==> config.mk <==
export PLATFORM = sky130hd
export DESIGN_NAME = phase_measure_scheduler
export DESIGN_NICKNAME = d
export VERILOG_FILES = /design/src/rtl/phase_measure_scheduler.sv
export SDC_FILE = /design/constraint.sdc
export NUM_CORES = 1
export LEC_CHECK = 0
export BUFFER_PORTS_ARGS = -buffer_cell sky130_fd_sc_hd__buf_2
export CORE_ASPECT_RATIO = 0.7
export CORE_MARGIN = 5
export CORE_UTILIZATION = 54
export DETAILED_ROUTE_END_ITERATION = 8
export HOLD_SLACK_MARGIN = 0.08
export PLACE_DENSITY = 0.77
export RECOVER_POWER = 50
export SKIP_LAST_GASP = 1
export SYNTH_ARGS = -nofsm -noshare
export SYNTH_HDL_FRONTEND = slang
export SYNTH_SLANG_ARGS = --single-unit
==> constraint.sdc <==
create_clock -name clk_sample -period 6.5 [get_ports clk_sample]
set_clock_uncertainty 0.2 [all_clocks]
set_input_delay 0.65 -clock clk_sample [delete_from_list [all_inputs] [get_ports clk_sample]]
set_output_delay 0.65 -clock clk_sample [all_outputs]
set_load 0.1 [all_outputs]
==> src/rtl/phase_measure_scheduler.sv <==
// Round-robin scheduler that shares one start/stop phase detector across NUM_CH clock pairs.
// Optional min/max tag tracking is enabled with the PHASE_SCHED_MINMAX_EN macro.
module phase_measure_scheduler #(
  parameter int NUM_CH         = 4,
  parameter int PHASE_W        = 28,
  parameter int AVG_LOG2       = 3,
  parameter int SETTLE_CYCLES  = 16,
  parameter int TIMEOUT_CYCLES = 2**20,
  localparam int CH_W  = ($clog2(NUM_CH) < 1) ? 1 : $clog2(NUM_CH),
  localparam int SUM_W = PHASE_W + AVG_LOG2,
  localparam int CNT_W = AVG_LOG2 + 1
) (
  input  logic               clk_sample,
  input  logic               rst_n,
  input  logic               enable,
  input  logic [NUM_CH-1:0]  ch_mask,
  output logic [CH_W-1:0]    ch_sel,
  output logic               det_clear,
  input  logic [PHASE_W-1:0] phase_tag,
  input  logic               phase_tag_valid,
  output logic               res_valid,
  input  logic               res_ready,
  output logic [CH_W-1:0]    res_ch,
  output logic [SUM_W-1:0]   res_sum,
  output logic [CNT_W-1:0]   res_count,
  output logic               res_timeout
`ifdef PHASE_SCHED_MINMAX_EN
  ,
  output logic [PHASE_W-1:0] res_min,
  output logic [PHASE_W-1:0] res_max
`endif
);

  localparam int SET_W = ($clog2(SETTLE_CYCLES) < 1) ? 1 : $clog2(SETTLE_CYCLES);
  localparam int TO_W  = $clog2(TIMEOUT_CYCLES + 1);
  localparam logic [SET_W-1:0] SETTLE_LAST = SET_W'(SETTLE_CYCLES - 1);
  localparam logic [TO_W-1:0]  TO_LAST     = TO_W'(TIMEOUT_CYCLES - 1);
  localparam logic [CNT_W-1:0] FULL        = CNT_W'(1 << AVG_LOG2);

  typedef enum logic [1:0] {IDLE, SETTLE, MEASURE, REPORT} state_t;

  state_t            state;
  logic [CH_W-1:0]   last_ch;
  logic [SET_W-1:0]  settle_cnt;
  logic [TO_W-1:0]   to_cnt;
  logic [SUM_W-1:0]  acc;
  logic [CNT_W-1:0]  cnt;

  logic [CH_W-1:0]   base_ch;
  logic [CH_W-1:0]   nxt_ch;
  logic              pick_ok;
  logic [SUM_W-1:0]  acc_d;
  logic [CNT_W-1:0]  cnt_d;
  logic              meas_done;

  // In REPORT the channel just serviced is still on ch_sel; last_ch is only updated on the handshake.
  assign base_ch = (state == REPORT) ? ch_sel : last_ch;
  assign pick_ok = enable && (|ch_mask);

  always_comb begin
    nxt_ch = '0;
    for (int k = NUM_CH; k >= 1; k--) begin
      if (ch_mask[(int'(base_ch) + k) % NUM_CH])
        nxt_ch = CH_W'((int'(base_ch) + k) % NUM_CH);
    end
  end

  assign acc_d     = phase_tag_valid ? acc + SUM_W'(phase_tag) : acc;
  assign cnt_d     = phase_tag_valid ? cnt + CNT_W'(1) : cnt;
  assign meas_done = phase_tag_valid ? (cnt_d == FULL) : (to_cnt == TO_LAST);

`ifdef PHASE_SCHED_MINMAX_EN
  logic [PHASE_W-1:0] mn, mx, mn_d, mx_d;
  assign mn_d = (phase_tag_valid && phase_tag < mn) ? phase_tag : mn;
  assign mx_d = (phase_tag_valid && phase_tag > mx) ? phase_tag : mx;

  always_ff @(posedge clk_sample or negedge rst_n) begin
    if (!rst_n) begin
      mn      <= '1;
      mx      <= '0;
      res_min <= '1;
      res_max <= '0;
    end else if (state == SETTLE && settle_cnt == SETTLE_LAST) begin
      mn <= '1;
      mx <= '0;
    end else if (state == MEASURE) begin
      mn <= mn_d;
      mx <= mx_d;
      if (meas_done) begin
        res_min <= mn_d;
        res_max <= mx_d;
      end
    end
  end
`endif

  always_ff @(posedge clk_sample or negedge rst_n) begin
    if (!rst_n) begin
      state       <= IDLE;
      ch_sel      <= '0;
      det_clear   <= 1'b1;
      last_ch     <= CH_W'(NUM_CH - 1);
      settle_cnt  <= '0;
      to_cnt      <= '0;
      acc         <= '0;
      cnt         <= '0;
      res_valid   <= 1'b0;
      res_ch      <= '0;
      res_sum     <= '0;
      res_count   <= '0;
      res_timeout <= 1'b0;
    end else begin
      case (state)
        IDLE: begin
          det_clear <= 1'b1;
          if (pick_ok) begin
            ch_sel     <= nxt_ch;
            settle_cnt <= '0;
            state      <= SETTLE;
          end
        end
        SETTLE: begin
          if (settle_cnt == SETTLE_LAST) begin
            state     <= MEASURE;
            det_clear <= 1'b0;
            acc       <= '0;
            cnt       <= '0;
            to_cnt    <= '0;
          end else begin
            settle_cnt <= settle_cnt + SET_W'(1);
          end
        end
        MEASURE: begin
          acc    <= acc_d;
          cnt    <= cnt_d;
          to_cnt <= phase_tag_valid ? '0 : to_cnt + TO_W'(1);
          if (meas_done) begin
            state       <= REPORT;
            det_clear   <= 1'b1;
            res_valid   <= 1'b1;
            res_ch      <= ch_sel;
            res_sum     <= acc_d;
            res_count   <= cnt_d;
            res_timeout <= !phase_tag_valid;
          end
        end
        REPORT: begin
          det_clear <= 1'b1;
          if (res_ready) begin
            res_valid <= 1'b0;
            last_ch   <= ch_sel;
            if (pick_ok) begin
              ch_sel     <= nxt_ch;
              settle_cnt <= '0;
              state      <= SETTLE;
            end else begin
              state <= IDLE;
            end
          end
        end
        default: state <= IDLE;
      endcase
    end
  end

endmodule

Word-level counts from Yosys, hierarchy flattened:

Index checks and enable logic that the tools add are counted.

* bits in registers: 106

* eq/ne operators: 11
* magnitude comparators: 4
* reduce and logical (&&, ||, !) cells: 21
* bitwise logic cells: 4
* mux-type cells: 45
* $add $sub $neg: 8

Operators by type and width (number)
* $mux 31: 2
* $pmux 31 s2: 1
* $mux 21: 2
* $pmux 21 s2: 1
* $add 31x28->31: 1
* $mux 2: 11
* $add 21x1->21 const B: 1
* $eq 21x20->1 const B: 1
* $mux 4: 5
* $lt 3x4->1 const B: 4
* $mux 1: 13
* $pmux 4 s3: 1
* $ne 2x2->1 const B: 5
* $reduce_and 2->1: 5
* $reduce_or 2->1: 5
* $add 4x1->4 const B: 2
* $bmux 1 s2: 4
* $eq 4x4->1 const B: 2
* $pmux 2 s4: 1
* $pmux 4 s2: 1
* $reduce_and 3->1: 2
* $reduce_bool 2->1: 3
* $add 2x1->2 const B: 2
* $add 2x2->2 const B: 2
* other kinds (12): 16

Logic depth before layout (Yosys ltp):

* depth after elaboration: 15
* depth in mapped cells: 11
* mapped depth without buffers: 10

Least setup slack after synthesis:

No wires, ideal clock.

* path type: input port to flip-flop
* from: input phase_tag[0]
* to: register res_sum[26]
* arrival time: 2.894 ns
* setup time: 0.122 ns
* path buffers: 0
* cell stages on the path: 10
* slack: 3.284 ns
* cell sequence: ha_1 fa_1 a211o_1 a21o_1 a21o_1 a31oi_1 o21ai_1 a31oi_1 mux2i_1 nand2_1

* word-level cells in the longest chain between the ends: 2

RTL lines
* start: declaration: line 19 `input logic [PHASE_W-1:0] phase_tag,`
* $add 31x28->31: line 68 `assign acc_d = phase_tag_valid ? acc + SUM_W'(phase_tag) : acc;`
* $mux 31: line 68
* end signal: assignment: line 109 `res_sum <= '0;`
* end signal: assignment: line 142 `res_sum <= acc_d;`
* end: declaration: line 24 `output logic [SUM_W-1:0] res_sum,`

Every way passes these cells.
A chain may end at the register's enable or synchronous reset.

==> metrics.md <==
| Metric | Value |
|---|---|
| CTS Hold Bufs | 0 |
| Vias in the first global route | 5657 |
| NetSw | 1.89 mW |
| Violated checks | max-capacitance violations, max-slew violations |
| Part of the power in registers | 28.1% |
| Share of cells above drive strength 1 | 11.8% |
| Setup TNS | 0 ns |
| Sequential area share after synthesis | 40.9% |
| Synthesized flop and latch total | 106 |
| Post-CTS Resized | 0 |
| Synth-to-Final Area Change | 11.4% |
| Routability congestion estimate | 0.921 |
| Crit. Startpoint | rst_n |
| Mapped Cells | 726 |
| Tot GR Track Use | 23.5% |
| Clock tree buffer depth | 2 |
| Final min period | 3.98 ns |
| Final hold violation count | 0 |
| Largest net degree at the start of global routing | 66 |
| Tcrit/Tclk final | 61.2% |
| First-pass GRT wire length | 27600 microns |
| Total number of H-tree levels | 3 |
| Achievable Freq | 0.251 GHz |
| Drt total wl | 16600 microns |
| Slew @ Worst Pin | 2.81 ns |
| Rows | 33 |
| CP endpoint kind | async pin |
| Number of synthesis warnings | 0 |
| CP max-delay cell | clkbuf_1 |
| Fin nets | 859 |
| CP required | 6.52 ns |
| Antenna violations before repair | 0 |
| Pwr dens | 501 mW/mm^2 |
| Most frequent cells in the layout | dfrtp_1, nand2_1, o21ai_0 |
| Root buf cell | clkbuf_16 |
| Worst slew margin | -87.1% |
| DRT Pass-1 Iters | 5 |
| Hold Slack | 0.269 ns |
| Drt wl/cell | 17.5 microns |
| Number of diodes | 0 |
| Commonest non-fill, non-tap cell in the layout | dfrtp_1 |
| Worst path top cell family by delay | buffers and inverters |
| DP HPWL | 11600 microns |
| Reg2reg end | res_sum[26] |
| Clk_lat worst skew | 0.35 ns |
| Antenna Nets Post-Route | 0 |
| Vias per std cell | 6.12 |
| Residual DRC count | 0 |
| Crit-path max FO | 57 |
| Setup Buffers After CTS | 0 |
| Iter 0 DRT Violations | 440 |
| Synthesized area per cell | 8.94 sq um |
| Comb power frac | 55.8% |
| Arr. time, crit path | 4.00 ns |
| Via Count | 5788 |
| Max VDD drop | 0.366 mV |
| CTS tree | done |
| Setup violators final | 0 |
| Crit path buffers/inverters | 2 |
| Synth Flop Type | dfrtp_1 |
| Levels on crit path | 2 |
| FF-to-FF setup slack | 3.14 ns |
| I/O Pins | 79 |
| Chip Height | 102 microns |
| Max cap viols | 1 |
| Switching Fraction | 52.1% |
| Largest incremental delay on the critical path | 1.95 ns |
| Clock transition time at the flip-flop clock pins of the worst setup and hold paths | 0.08 ns |
| EDFF count, synth | 0 |
| Syn_nets | 801 |
| DIE AREA | 0.0144 sq mm |
| CP Launch Type | input pin |
| Slew Viols, Final | 51 |
| Critical-path cell list | clkbuf_1 > clkbuf_2 |
| Async set-or-reset flop fraction in the synthesized netlist | 100% |
| Total CTS buffers | 9 |
| Reg2Reg Depth | 10 |
| Reg2reg start | acc[0] |
| Filler instances | 990 |
| Clock power frac | 16.1% |
| Sink Count | 106 |
| Unrepaired setup endpoints after global routing | false |
| Worst Hold Class | reg -> reg |
| Reg area | 0.00266 sq mm |
| LEAKAGE | 3.44 nW |
| Post-synthesis cell area | 0.00649 sq mm |
| Starting density of the core | 55.4% |
| Int Power | 1.74 mW |
| Grt total ovfl | 0 |
| Core ar. | 0.0117 sq mm |
| Chip Width | 141 microns |
| Worst Setup EP | res_sum[1] |
| Status | complete, but fails checks |
| Footprint of the multi-input gates | 0.00364 sq mm |
| WS Path Type | in -> async |
| PortBufs | 78 |
| Post-synthesis cell type count | 63 |
power groups by stage:
stage	Clock [mW]	Combinational (mW)	Sequential (mW)
after floorplan	0	1.02	1.59
after global placement	0	1.97	1.02
after detailed placement	0	2.01	1.03
after CTS	0.586	2.02	1.02
after global routing	0.615	2.18	1.04
final	0.583	2.02	1.02
kinds of logic after synthesis:
group,count (synthesis),synth area share [%]
compound gates,242,23.1
xor+xnor,32,4.32
fa+ha+maj,38,7.44
buf+inv,47,3.10
flops,106,40.9
mux,23,3.62
simple gates,238,17.5
through the flow:
step / total power [mW] / cells / cell area, sq um / util, % / setup WS, ns
2_1_floorplan: 2.61 / 726 / 6490 / - / 3.28
3_5_place_dp: 3.04 / 930 / 6950 / 59.3 / 2.55
4_1_cts: 3.62 / 946 / 7260 / 61.9 / 2.89
3_3_place_gp: 2.99 / 930 / 6950 / 59.3 / 2.68
6_report: 3.62 / 946 / 7230 / 61.7 / 2.52
5_1_grt: 3.84 / 946 / 7230 / 61.7 / 1.70
layout make-up:
cell class / instances / area share [%]
Sequential cell: 106 / 36.7
Multi-Input combinational cell: 573 / 50.3
Clock buffer: 10 / 3.31
Clock inverter: 6 / 0.986
Timing Repair Buffer: 80 / 5.23
Inverter: 14 / 0.727
Tap cell: 157 / 2.72
synthesized netlist by cell type (all sizes together), types with 3 or more instances:
cell type  number  area [sq um]
nor2b           8          50.1
clkbuf         26          97.6
nand4           8          50.1
a31oi          10          62.6
xor2           17           149
a21o           10          75.1
a22o           22           193
a2bb2oi         7          61.3
nor2           46           175
nand2         100           375
or2             3          18.8
buf             7          51.3
xnor2          15           131
a211o           3          26.3
o21bai          6          45.0
o31ai           8          60.1
inv            14          52.6
dfstp           3          78.8
or3             3          18.8
dfrtp         103          2580
nand2b          8          57.6
and2            3          18.8
nand3          21           110
o211ai          5          37.5
o21ai          90           450
o41ai           3          26.3
a211oi          4          30.0
mux2            4          45.0
ha             37           463
a21oi          61           309
and3           14          87.6
nor3           11          55.1
mux2i          19           190
sequential cells by signal, indices dropped and copies added, names as in the netlist, 2 cells and up:
name and count:
acc 31, ch_sel 2, cnt 4, last_ch 2, res_ch 2, res_count 4, res_sum 31, settle_cnt 4
state 2, to_cnt 21
per-layer routing:
metal  track usage [%]  vias up  part of all wire [%]
met5                 0        -                     0
met2              36.8      203                    44
met3              4.48       18                   6.4
met1              34.2     2812                    49
met4              5.66        0                  0.93
li1                  -     2755                     -
worst min path at each step:
stage	startpoint	endpoint	slack, ns	cells past startpoint
global route	det_clear	det_clear	0.30	2
CTS	rst_n	res_sum[20]	0.15	1
floorplan	rst_n	acc[0]	0.15	0
detailed placement	res_ch[0]	res_ch[0]	0.26	2
global placement	res_sum[3]	res_sum[3]	0.26	2
finish	det_clear	det_clear	0.27	2
(Power assumes the default switching activity.)
